## config.mk

```make
export PLATFORM = sky130hd
export DESIGN_NAME = alu_muldiv_seq
export DESIGN_NICKNAME = d
export VERILOG_FILES = /design/src/rtl/alu_pkg.sv /design/src/rtl/muldiv_iter.sv /design/src/rtl/alu_muldiv_seq.sv
export SDC_FILE = /design/constraint.sdc
export NUM_CORES = 2
export LEC_CHECK = 0
export ABC_AREA = 1
export BUFFER_PORTS_ARGS = -buffer_cell sky130_fd_sc_hd__buf_2
export CORE_MARGIN = 2
export CORE_UTILIZATION = 32
export CTS_CLUSTER_SIZE = 30
export DETAILED_ROUTE_END_ITERATION = 7
export MAX_ROUTING_LAYER = met4
export REMOVE_ABC_BUFFERS = 1
export SLEW_MARGIN = 0
export SYNTH_ARGS = -nofsm -noshare
export SYNTH_HDL_FRONTEND = slang
export SYNTH_HIERARCHICAL = 1
export SYNTH_SLANG_ARGS = --single-unit
export TNS_END_PERCENT = 20
```

## constraint.sdc

```tcl
create_clock -name clk -period 5.8 [get_ports clk]
set_input_delay 0.58 -clock clk [delete_from_list [all_inputs] [get_ports clk]]
set_output_delay 0.58 -clock clk [all_outputs]
set_load 0.01 [all_outputs]
```

## src/rtl/alu_pkg.sv

```systemverilog
// Shared ALU definitions: op codes, control-state encodings and op-class helpers.
package alu_pkg;

    localparam logic [4:0] ALU_ADD     = 5'd0;
    localparam logic [4:0] ALU_SUB     = 5'd1;
    localparam logic [4:0] ALU_SLL     = 5'd2;
    localparam logic [4:0] ALU_SLT     = 5'd3;
    localparam logic [4:0] ALU_SLTU    = 5'd4;
    localparam logic [4:0] ALU_XOR     = 5'd5;
    localparam logic [4:0] ALU_SRL     = 5'd6;
    localparam logic [4:0] ALU_SRA     = 5'd7;
    localparam logic [4:0] ALU_OR      = 5'd8;
    localparam logic [4:0] ALU_AND     = 5'd9;
    localparam logic [4:0] ALU_ADD_SFT = 5'd10;
    localparam logic [4:0] ALU_MUL     = 5'd16;
    localparam logic [4:0] ALU_MULH    = 5'd17;
    localparam logic [4:0] ALU_MULHSU  = 5'd18;
    localparam logic [4:0] ALU_MULHU   = 5'd19;
    localparam logic [4:0] ALU_DIV     = 5'd20;
    localparam logic [4:0] ALU_DIVU    = 5'd21;
    localparam logic [4:0] ALU_REM     = 5'd22;
    localparam logic [4:0] ALU_REMU    = 5'd23;

    localparam logic [1:0] ST_IDLE = 2'd0;
    localparam logic [1:0] ST_BUSY = 2'd1;
    localparam logic [1:0] ST_DONE = 2'd2;

    // M-extension ops occupy codes 16..23.
    function automatic logic is_muldiv(input logic [4:0] op);
        return (op[4:3] == 2'b10);
    endfunction

    function automatic logic is_legal(input logic [4:0] op);
        return (op <= ALU_ADD_SFT) || is_muldiv(op);
    endfunction

endpackage

```

## src/rtl/muldiv_iter.sv

```systemverilog
// Iterative radix-2 engine shared by multiply (shift-add) and divide (restoring), on magnitudes with final sign fix-up.
module muldiv_iter
    import alu_pkg::*;
#(
    parameter int XLEN     = 32,
    parameter int ITER_CYC = XLEN
) (
    input  logic            clk,
    input  logic            rst_n,
    input  logic            abort,
    input  logic            start,
    input  logic [4:0]      op,
    input  logic [XLEN-1:0] a,
    input  logic [XLEN-1:0] b,
    output logic            done,
    output logic [XLEN-1:0] result
);

    localparam int CW = $clog2(ITER_CYC);

    logic            busy_r;
    logic [CW-1:0]   cnt_r;
    logic [XLEN-1:0] hi_r;
    logic [XLEN-1:0] lo_r;
    logic [XLEN-1:0] opd_r;
    logic            is_div_r;
    logic            sel_r;
    logic            neg_r;

    logic            sa_s;
    logic            sb_s;
    logic [XLEN-1:0] mag_a_s;
    logic [XLEN-1:0] mag_b_s;
    logic [XLEN:0]   sum_s;
    logic [XLEN:0]   diff_s;
    logic [XLEN-1:0] hi_n_s;
    logic [XLEN-1:0] lo_n_s;
    logic [2*XLEN-1:0] prod_s;
    logic [XLEN-1:0] val_s;

    // Operand sign decode and magnitudes for the op being started.
    always_comb begin
        sa_s    = a[XLEN-1] & ((op == ALU_MULH) || (op == ALU_MULHSU) ||
                               (op == ALU_DIV)  || (op == ALU_REM));
        sb_s    = b[XLEN-1] & ((op == ALU_MULH) || (op == ALU_DIV) || (op == ALU_REM));
        mag_a_s = sa_s ? (~a + {{(XLEN-1){1'b0}}, 1'b1}) : a;
        mag_b_s = sb_s ? (~b + {{(XLEN-1){1'b0}}, 1'b1}) : b;
    end

    // One iteration step; hi holds partial product / remainder, lo holds multiplier / quotient.
    always_comb begin
        sum_s  = {1'b0, hi_r} + (lo_r[0] ? {1'b0, opd_r} : {(XLEN+1){1'b0}});
        diff_s = {hi_r, lo_r[XLEN-1]} - {1'b0, opd_r};
        if (is_div_r) begin
            if (!diff_s[XLEN]) begin
                hi_n_s = diff_s[XLEN-1:0];
                lo_n_s = {lo_r[XLEN-2:0], 1'b1};
            end else begin
                hi_n_s = {hi_r[XLEN-2:0], lo_r[XLEN-1]};
                lo_n_s = {lo_r[XLEN-2:0], 1'b0};
            end
        end else begin
            hi_n_s = sum_s[XLEN:1];
            lo_n_s = {sum_s[0], lo_r[XLEN-1:1]};
        end
    end

    // Sign fix-up applied to the final step so the result is ready on the done cycle.
    always_comb begin
        prod_s = {hi_n_s, lo_n_s};
        val_s  = sel_r ? hi_n_s : lo_n_s;
        if (neg_r) begin
            prod_s = ~prod_s + {{(2*XLEN-1){1'b0}}, 1'b1};
            val_s  = ~val_s + {{(XLEN-1){1'b0}}, 1'b1};
        end else begin
            prod_s = {hi_n_s, lo_n_s};
        end
        if (is_div_r) begin
            result = val_s;
        end else begin
            result = sel_r ? prod_s[2*XLEN-1:XLEN] : prod_s[XLEN-1:0];
        end
    end

    assign done = busy_r && (cnt_r == CW'(ITER_CYC - 1));

    // Engine state: load on start, step while busy, stop on done or abort.
    always_ff @(posedge clk or negedge rst_n) begin
        if (!rst_n) begin
            busy_r   <= 1'b0;
            cnt_r    <= '0;
            hi_r     <= '0;
            lo_r     <= '0;
            opd_r    <= '0;
            is_div_r <= 1'b0;
            sel_r    <= 1'b0;
            neg_r    <= 1'b0;
        end else if (abort) begin
            busy_r <= 1'b0;
            cnt_r  <= '0;
        end else if (start) begin
            busy_r   <= 1'b1;
            cnt_r    <= '0;
            hi_r     <= '0;
            is_div_r <= op[2];
            if (op[2]) begin
                lo_r  <= mag_a_s;
                opd_r <= mag_b_s;
                sel_r <= op[1];
                neg_r <= op[1] ? sa_s : (sa_s ^ sb_s);
            end else begin
                lo_r  <= mag_b_s;
                opd_r <= mag_a_s;
                sel_r <= (op[1:0] != 2'b00);
                neg_r <= sa_s ^ sb_s;
            end
        end else if (busy_r) begin
            hi_r  <= hi_n_s;
            lo_r  <= lo_n_s;
            if (done) begin
                busy_r <= 1'b0;
                cnt_r  <= '0;
            end else begin
                cnt_r <= cnt_r + {{(CW-1){1'b0}}, 1'b1};
            end
        end else begin
            busy_r <= 1'b0;
        end
    end

endmodule

```

## src/rtl/alu_muldiv_seq.sv

```systemverilog
// Handshaked RV32I/RV32M ALU: single-cycle simple ops, iterative MUL/DIV/REM.
// Define ALU_MUL_FAST_EN to run MUL* through a one-cycle combinational multiplier.
module alu_muldiv_seq
    import alu_pkg::*;
#(
    parameter int XLEN     = 32,
    parameter int SHW      = $clog2(XLEN),
    parameter int ITER_CYC = XLEN
) (
    input  logic            clk,
    input  logic            rst_n,
    input  logic            flush,
    input  logic            in_valid,
    output logic            in_ready,
    input  logic [4:0]      op,
    input  logic [XLEN-1:0] a,
    input  logic [XLEN-1:0] b,
    input  logic [SHW-1:0]  shamt,
    output logic            out_valid,
    input  logic            out_ready,
    output logic [XLEN-1:0] result,
    output logic            out_err
);

    localparam logic [XLEN-1:0] MIN_VAL = {1'b1, {(XLEN-1){1'b0}}};

    logic [1:0]      state_r;
    logic            valid_r;
    logic [XLEN-1:0] result_r;
    logic            err_r;

    logic            accept_s;
    logic [SHW-1:0]  sh_s;
    logic [XLEN-1:0] simple_res_s;
    logic            div_op_s;
    logic            b_zero_s;
    logic            ovf_s;
    logic            fast_mul_s;
    logic            one_cycle_s;
    logic [XLEN-1:0] next_res_s;
    logic            iter_start_s;
    logic            iter_done_s;
    logic [XLEN-1:0] iter_res_s;

    assign in_ready  = !flush && ((state_r == ST_IDLE) || ((state_r == ST_DONE) && out_ready));
    assign accept_s  = in_valid && in_ready;
    assign out_valid = valid_r;
    assign result    = result_r;
    assign out_err   = err_r;
    assign sh_s      = b[SHW-1:0];

    // Single-cycle RV32I datapath.
    always_comb begin
        simple_res_s = '0;
        case (op)
            ALU_ADD:     simple_res_s = a + b;
            ALU_SUB:     simple_res_s = a - b;
            ALU_SLL:     simple_res_s = a << sh_s;
            ALU_SLT:     simple_res_s = {{(XLEN-1){1'b0}}, ($signed(a) < $signed(b))};
            ALU_SLTU:    simple_res_s = {{(XLEN-1){1'b0}}, (a < b)};
            ALU_XOR:     simple_res_s = a ^ b;
            ALU_SRL:     simple_res_s = a >> sh_s;
            ALU_SRA:     simple_res_s = $signed(a) >>> sh_s;
            ALU_OR:      simple_res_s = a | b;
            ALU_AND:     simple_res_s = a & b;
            ALU_ADD_SFT: simple_res_s = a + (b << shamt);
            default:     simple_res_s = '0;
        endcase
    end

`ifdef ALU_MUL_FAST_EN
    logic signed [XLEN:0]     fa_s;
    logic signed [XLEN:0]     fb_s;
    logic        [2*XLEN-1:0] fprod_s;

    // Sign-extend each operand per MULH/MULHSU/MULHU semantics; low 2*XLEN bits are exact.
    always_comb begin
        fa_s       = {a[XLEN-1] & ((op == ALU_MULH) || (op == ALU_MULHSU)), a};
        fb_s       = {b[XLEN-1] & (op == ALU_MULH), b};
        fprod_s    = (2*XLEN)'(fa_s) * (2*XLEN)'(fb_s);
        fast_mul_s = is_muldiv(op) && !op[2];
    end
`else
    assign fast_mul_s = 1'b0;
`endif

    // Divide special cases and selection of the one-cycle result.
    always_comb begin
        div_op_s    = is_muldiv(op) && op[2];
        b_zero_s    = (b == '0);
        ovf_s       = ((op == ALU_DIV) || (op == ALU_REM)) && (a == MIN_VAL) && (b == '1);
        one_cycle_s = !is_legal(op) || !is_muldiv(op) ||
                      (div_op_s && (b_zero_s || ovf_s)) || fast_mul_s;
        next_res_s  = '0;
        if (!is_legal(op)) begin
            next_res_s = '0;
        end else if (!is_muldiv(op)) begin
            next_res_s = simple_res_s;
        end else if (div_op_s && b_zero_s) begin
            next_res_s = op[1] ? a : '1;
        end else if (div_op_s && ovf_s) begin
            next_res_s = op[1] ? '0 : MIN_VAL;
        end else begin
`ifdef ALU_MUL_FAST_EN
            next_res_s = (op == ALU_MUL) ? fprod_s[XLEN-1:0] : fprod_s[2*XLEN-1:XLEN];
`else
            next_res_s = '0;
`endif
        end
    end

    assign iter_start_s = accept_s && !one_cycle_s;

    muldiv_iter #(
        .XLEN     (XLEN),
        .ITER_CYC (ITER_CYC)
    ) u_muldiv_iter (
        .clk    (clk),
        .rst_n  (rst_n),
        .abort  (flush),
        .start  (iter_start_s),
        .op     (op),
        .a      (a),
        .b      (b),
        .done   (iter_done_s),
        .result (iter_res_s)
    );

    // Control FSM and registered outputs; flush overrides every transition.
    always_ff @(posedge clk or negedge rst_n) begin
        if (!rst_n) begin
            state_r  <= ST_IDLE;
            valid_r  <= 1'b0;
            result_r <= '0;
            err_r    <= 1'b0;
        end else if (flush) begin
            state_r <= ST_IDLE;
            valid_r <= 1'b0;
        end else if (accept_s) begin
            if (one_cycle_s) begin
                state_r  <= ST_DONE;
                valid_r  <= 1'b1;
                result_r <= next_res_s;
                err_r    <= !is_legal(op);
            end else begin
                state_r <= ST_BUSY;
                valid_r <= 1'b0;
                err_r   <= 1'b0;
            end
        end else begin
            case (state_r)
                ST_BUSY: begin
                    if (iter_done_s) begin
                        state_r  <= ST_DONE;
                        valid_r  <= 1'b1;
                        result_r <= iter_res_s;
                        err_r    <= 1'b0;
                    end else begin
                        state_r <= ST_BUSY;
                    end
                end
                ST_DONE: begin
                    if (out_ready) begin
                        state_r <= ST_IDLE;
                        valid_r <= 1'b0;
                    end else begin
                        state_r <= ST_DONE;
                    end
                end
                default: begin
                    state_r <= ST_IDLE;
                    valid_r <= 1'b0;
                end
            endcase
        end
    end

endmodule

```

Word-level counts from Yosys, hierarchy flattened
Index checks and enable logic that the tools add are counted.

operators by class
  $lt $le $gt $ge = 3
  $add $sub $neg = 10
  reductions and logical operators = 39
  bitwise logic cells = 11
  shifts and indexed selects = 4
  equality and inequality tests = 23
  multiplexer cells = 56

operators with widths
  cell                   number
  $mux 32                26
  $pmux 32 s11           1
  $add 32x1->32 const B  3
  $not 32->32            3
  $add 32x32->32         2
  $add 64x1->64 const B  1
  $eq 32x32->1 const B   2
  $lt 32x32->1           2
  $mux 64                1
  $not 64->64            1
  $shl 32x5->32          2
  $add 32x33->33         1
  $sub 33x32->33         1
  $and 32x32->32         1
  $logic_not 32->1       1
  $or 32x32->32          1
  $shr 32x5->32          1
  $sshr 32x5->32         1
  $sub 32x32->32         1
  $xor 32x32->32         1
  $eq 5x5->1 const B     5
  $eq 5x3->1 const B     4
  $mux 5                 4
  $mux 1                 17
  25 further kinds       63

word-level totals
  register bits after elaboration = 141
  input bits = 79
  logic and storage cells = 158

Logic depth before layout (Yosys ltp)
  depth in word-level cells = 11
  mapped depth = 38
  gate-level depth less buffers = 38

Hierarchy
The synthesis kept the hierarchy.

modules (own cells, without submodules)
  module          area an instance (um2)  instances  seq. area each (um2)  cells each
  muldiv_iter     16448.3                 1          2627.5                2909
  alu_muldiv_seq  14257.4                 1          900.9                 2625

Worst setup path after synthesis
OpenSTA, ideal clock, no wires.

  path type = register -> register
  start point = reg u_muldiv_iter.lo_r[31]
  end point = reg result_r[30], in the netlist result[30]
  library setup time = 0.121 ns
  cell stages (with the launch flop) = 38
  required time = 5.679 ns
  period minus slack after synthesis = 4.061 ns
  arrival time = 3.940 ns
  slack = 1.739 ns
  path through = dfrtp_1 > inv_1 > ha_1 > inv_1 > fa_1 > nand2_1 > nand2_1 > nand3_2 > nand2_2 > nand2_2 > nand2_4 > nand2_4 > nand2_4 > nand2_4 > nand2_8 > nand2_4 > nand2_2 > inv_2 > [2 not listed] > nor3_2 > nand2_2 > nor2_4 > nand2_2 > nor2_2 > nand2_1 > nor2_1 > nand3_2 > o21ai_2 > nand2_1 > nand2_1 > nand3_1 > nand2_1 > nand2_1 > nand2_1 > inv_1 > nor2_1 > a21oi_1

on the way
  cells in the longest elaborated chain, start to end = 11

RTL lines
  item                                          line                                  source
  from (decl)                                   muldiv_iter.sv:24                     logic [XLEN-1:0] lo_r;
  from (signal assigned)                        muldiv_iter.sv:107                    lo_r <= mag_a_s;
  from (signal assigned)                        muldiv_iter.sv:112                    lo_r <= mag_b_s;
  from (signal assigned)                        muldiv_iter.sv:119                    lo_r <= lo_n_s;
  $sub 33x32->33                                muldiv_iter.sv:53                     diff_s = {hi_r, lo_r[XLEN-1]} - {1'b0, opd_r};
  $mux 1 or $mux 32 (tied branches)             muldiv_iter.sv:55                     if (!diff_s[XLEN]) begin
  $mux 32                                       muldiv_iter.sv:54                     if (is_div_r) begin
  $not 64->64 or $mux 32 (tied branches)        muldiv_iter.sv:73, muldiv_iter.sv:71
  $add 64x1->64 or $not 32->32 (tied branches)  muldiv_iter.sv:73, muldiv_iter.sv:74
  $mux 64 or $add 32x1->32 (tied branches)      muldiv_iter.sv:72, muldiv_iter.sv:74
  $mux 32 (on tied branches)                    muldiv_iter.sv:81, muldiv_iter.sv:72
  $mux 32 *                                     muldiv_iter.sv:78                     if (is_div_r) begin
  named net iter_res_s[30]                      alu_muldiv_seq.sv:43                  logic [XLEN-1:0] iter_res_s;
  $mux 32 *                                     alu_muldiv_seq.sv:153                 if (iter_done_s) begin
  $mux 32 *                                     alu_muldiv_seq.sv:151                 case (state_r)
  $mux 32 *                                     alu_muldiv_seq.sv:139                 end else if (accept_s) begin
  to (signal assigned)                          alu_muldiv_seq.sv:143                 result_r <= next_res_s;
  to (signal assigned)                          alu_muldiv_seq.sv:156                 result_r <= iter_res_s;
  to (decl)                                     alu_muldiv_seq.sv:29                  logic [XLEN-1:0] result_r;

Mark *: on every way through the listed nets, which the timed path passes. The rest lies on a longest branch. The select of a mux whose other input is x is not followed.
A chain may end at the register's enable or synchronous reset.

Worst setup path after layout
  start point = reg u_muldiv_iter.lo_r[31]
  end point = reg result_r[24], in the netlist result[24]

The elaborated chain is that of the path after synthesis.

==> results_dict.tcl <==
set metrics [dict create \
    outcome "complete, no violations" \
    grt_pass1_wl_um 279400 \
    synth_edf_count 0 \
    ys_seq_elements 141 \
    finalSetupViolCount 0 \
    period_minus_slack_ns 5.342 \
    overflow 0 \
    hold_viol_final 0 \
    dp_hpwl_um 162900 \
    vias 40440 \
    cts_tree "yes" \
    grt_pass1_vias 38680 \
    dp_slack_ns 0.6050 \
    grt_util_all_layers 0.4077 \
    arrival_ns 5.70 \
    finalNetCount 5870 \
    power.density_nw_per_um2 454.4 \
    rows 113 \
    power.leakage_nw 16.87 \
    clk_latency_ns 0.47 \
    async_flop_share 1.000 \
    drt-initial-drc-count 4698 \
    clk_pin_slew_ns 0.08 \
    maxCapViolations 0 \
    final_area_um2 33510 \
    nFillCells 11040 \
    drc_errors 0 \
    netlist_area_um2 30710 \
    rr_startpoint "u_muldiv_iter/lo_r[31]$_DFFE_PN0P_" \
    cpPeakStageDelay_ns 0.43 \
    critPathLaunchType "register" \
    dieArea_um2 98450 \
    reg2regPathDepth 34 \
    synth.top_cell.area_share 0.1989 \
    maxSlewHeadroom 0.2051 \
    hold_buffers 0 \
    detail_route.wl_per_cell_um 29.34 \
    hold_path.class "in -> async" \
    clkSinkCount 141 \
    ioPinCount 114 \
    cts-root-buf "clkbuf_16" \
    synth_top_area_cell "nand2_1" \
    crit_path_end_kind "register" \
    worstReg2RegEnd "result[24]$_DFFE_PN0P_" \
    via_per_inst 5.887 \
    initial_core_util 0.3232 \
    slowest_stage "fa_1" \
    final_max_slew_viol_count 0 \
    required_ns 6.16 \
    grt_max_degree 131 \
    ys_seq_area_frac 0.1149 \
    drive_gt1_frac 0.08992 \
    antenna_found_initial 12 \
    h-tree-depth 4 \
    wl_um 201500 \
    synthTopCellsByArea "nand2_1, dfrtp_1, ha_1, inv_1, nand3_1" \
    place_area_um2 32820 \
    rsz0062_at_grt "false" \
    area_growth_pct 9.136 \
    regToRegSetupSlack_ns 0.46 \
    drt-pass1-iter-count 6 \
    synth_flop_cell "dfrtp_1" \
    die-height_um 313.8 \
    port_buffers 113 \
    crit_path_frequent_cell "nand2_1" \
    gp_congestion 1.083 \
    die_x_um 313.8 \
    synth_cell_types 68 \
    critPathKind "reg -> reg" \
    cts_setup_buffers 0 \
    min_period_over_period 0.9211 \
    utilization 0.3527 \
    timing.fmax_mhz 187.2 \
    finClkSkew_ns 0.01903 \
    synth_warnings 6 \
    core_um2 95010 \
    cts_buffers 17 \
    worstMarginPinSlew_ns 1.192 \
    syn_avg_cell_area_um2 5.549 \
    worstPathMaxFanout 19 \
    layout_setup_ws_ns 0.4578 \
    cts-resized-gates 0 \
    clk_path_buf_depth 2 \
    ir_drop_uv 245.2 \
    syn_inst 5534 \
    postRouteAntennaNets 0 \
]
kinds of logic after synthesis:
group | Yosys count | share of synthesized area
AO/OA/AOI/OAI | 1160 | 0.2239
XOR/XNOR | 82 | 0.02339
buffers and inverters | 923 | 0.1231
adder cells (fa/ha/maj) | 210 | 0.08655
AND/OR/NAND/NOR | 3004 | 0.4236
multiplexers | 14 | 0.004604
flip-flops | 141 | 0.1149
worst max path at each step:
stage,start,to,depth (start not counted)
finish,u_muldiv_iter/lo_r[31]$_DFFE_PN0P_,result[24]$_DFFE_PN0P_,34
global route,u_muldiv_iter/lo_r[31]$_DFFE_PN0P_,result[30]$_DFFE_PN0P_,37
CTS,u_muldiv_iter/lo_r[31]$_DFFE_PN0P_,result[24]$_DFFE_PN0P_,34
detailed placement,u_muldiv_iter/lo_r[31]$_DFFE_PN0P_,result[24]$_DFFE_PN0P_,34
global placement,u_muldiv_iter/lo_r[31]$_DFFE_PN0P_,result[28]$_DFFE_PN0P_,38
floorplan,op[4],u_muldiv_iter/cnt_r[2]$_DFFE_PN0P_,14
critical path, delay by kind of cell (launching register included):
family          cells  cell delay [ns]
compound gates      1             0.08
fa+ha+maj           3             0.79
buf+inv             4             0.31
flops               1             0.38
simple gates       26             3.65
final cells by class:
cell class / count / area [um2] / area share
diodes: 11 / 27.53 / 0.0008214
clock buffers: 22 / 474.2 / 0.01415
clock inverters: 10 / 186.4 / 0.005563
inverters: 703 / 2639 / 0.07874
multi-input cells: 4470 / 23440 / 0.6996
flip-flops and latches: 141 / 3535 / 0.1055
well taps: 1265 / 1583 / 0.04723
repair buffers: 248 / 1623 / 0.04843
sequential cells by signal, summed over array words and instances, names as in the netlist:
| name | flops |
|---|---|
| out_valid | 1 |
| out_err | 1 |
| u_muldiv_iter/busy_r | 1 |
| u_muldiv_iter/lo_r | 32 |
| u_muldiv_iter/hi_r | 32 |
| u_muldiv_iter/sel_r | 1 |
| result | 32 |
| u_muldiv_iter/cnt_r | 5 |
| u_muldiv_iter/neg_r | 1 |
| u_muldiv_iter/opd_r | 32 |
| u_muldiv_iter/is_div_r | 1 |
| state_r | 2 |
per-stage QoR:
stage | TNS (ns) | cells | power (mW) | hold WS (ns)
2_1_floorplan | -27.97 | 5314 | 9.070 | 0.2844
3_3_place_gp | 0 | 6827 | 13.66 | 0.4968
3_5_place_dp | 0 | 6827 | 13.57 | 0.5023
4_1_cts | 0 | 6859 | 14.97 | 0.08389
5_1_grt | 0 | 6867 | 16.31 | 0.1064
6_report | 0 | 6870 | 15.23 | 0.07997
where the power goes:
group	internal [mW]	switching (mW)
combinational	3.40	8.65
sequential	1.38	0.461
clock	0.800	0.537
total	5.58	9.65
metal layers:
layer	GRT usage	part of all wire
met2	0.6576	0.46
met3	0.06063	0.076
met4	0.3101	0.093
met5	-	0
met1	0.4553	0.38
Yosys cell counts (30+ instances only):
library cell / instances
a21oi_1: 325
a22oi_1: 34
buf_1: 33
buf_2: 62
clkbuf_1: 88
dfrtp_1: 141
ha_1: 206
inv_1: 669
inv_2: 30
nand2_1: 1627
nand2_2: 50
nand3_1: 479
nand4_1: 84
nor2_1: 532
nor3_1: 57
o211ai_1: 87
o21ai_0: 386
o21ai_1: 58
o221ai_1: 53
o22ai_1: 46
xnor2_1: 32
xor2_1: 50
layout by cell type, fill, tap and decap left out, types with 57 or more instances in the layout:
cell type	n
nor3_1	57
ha_1	206
nor2_1	526
buf_4	132
nand3_1	478
o211ai_1	87
a21oi_1	325
o21ai_0	386
nand4_1	84
nand2_1	1627
dfrtp_1	138
buf_2	112
o21ai_1	58
inv_1	668
(Power assumes the default switching activity.)
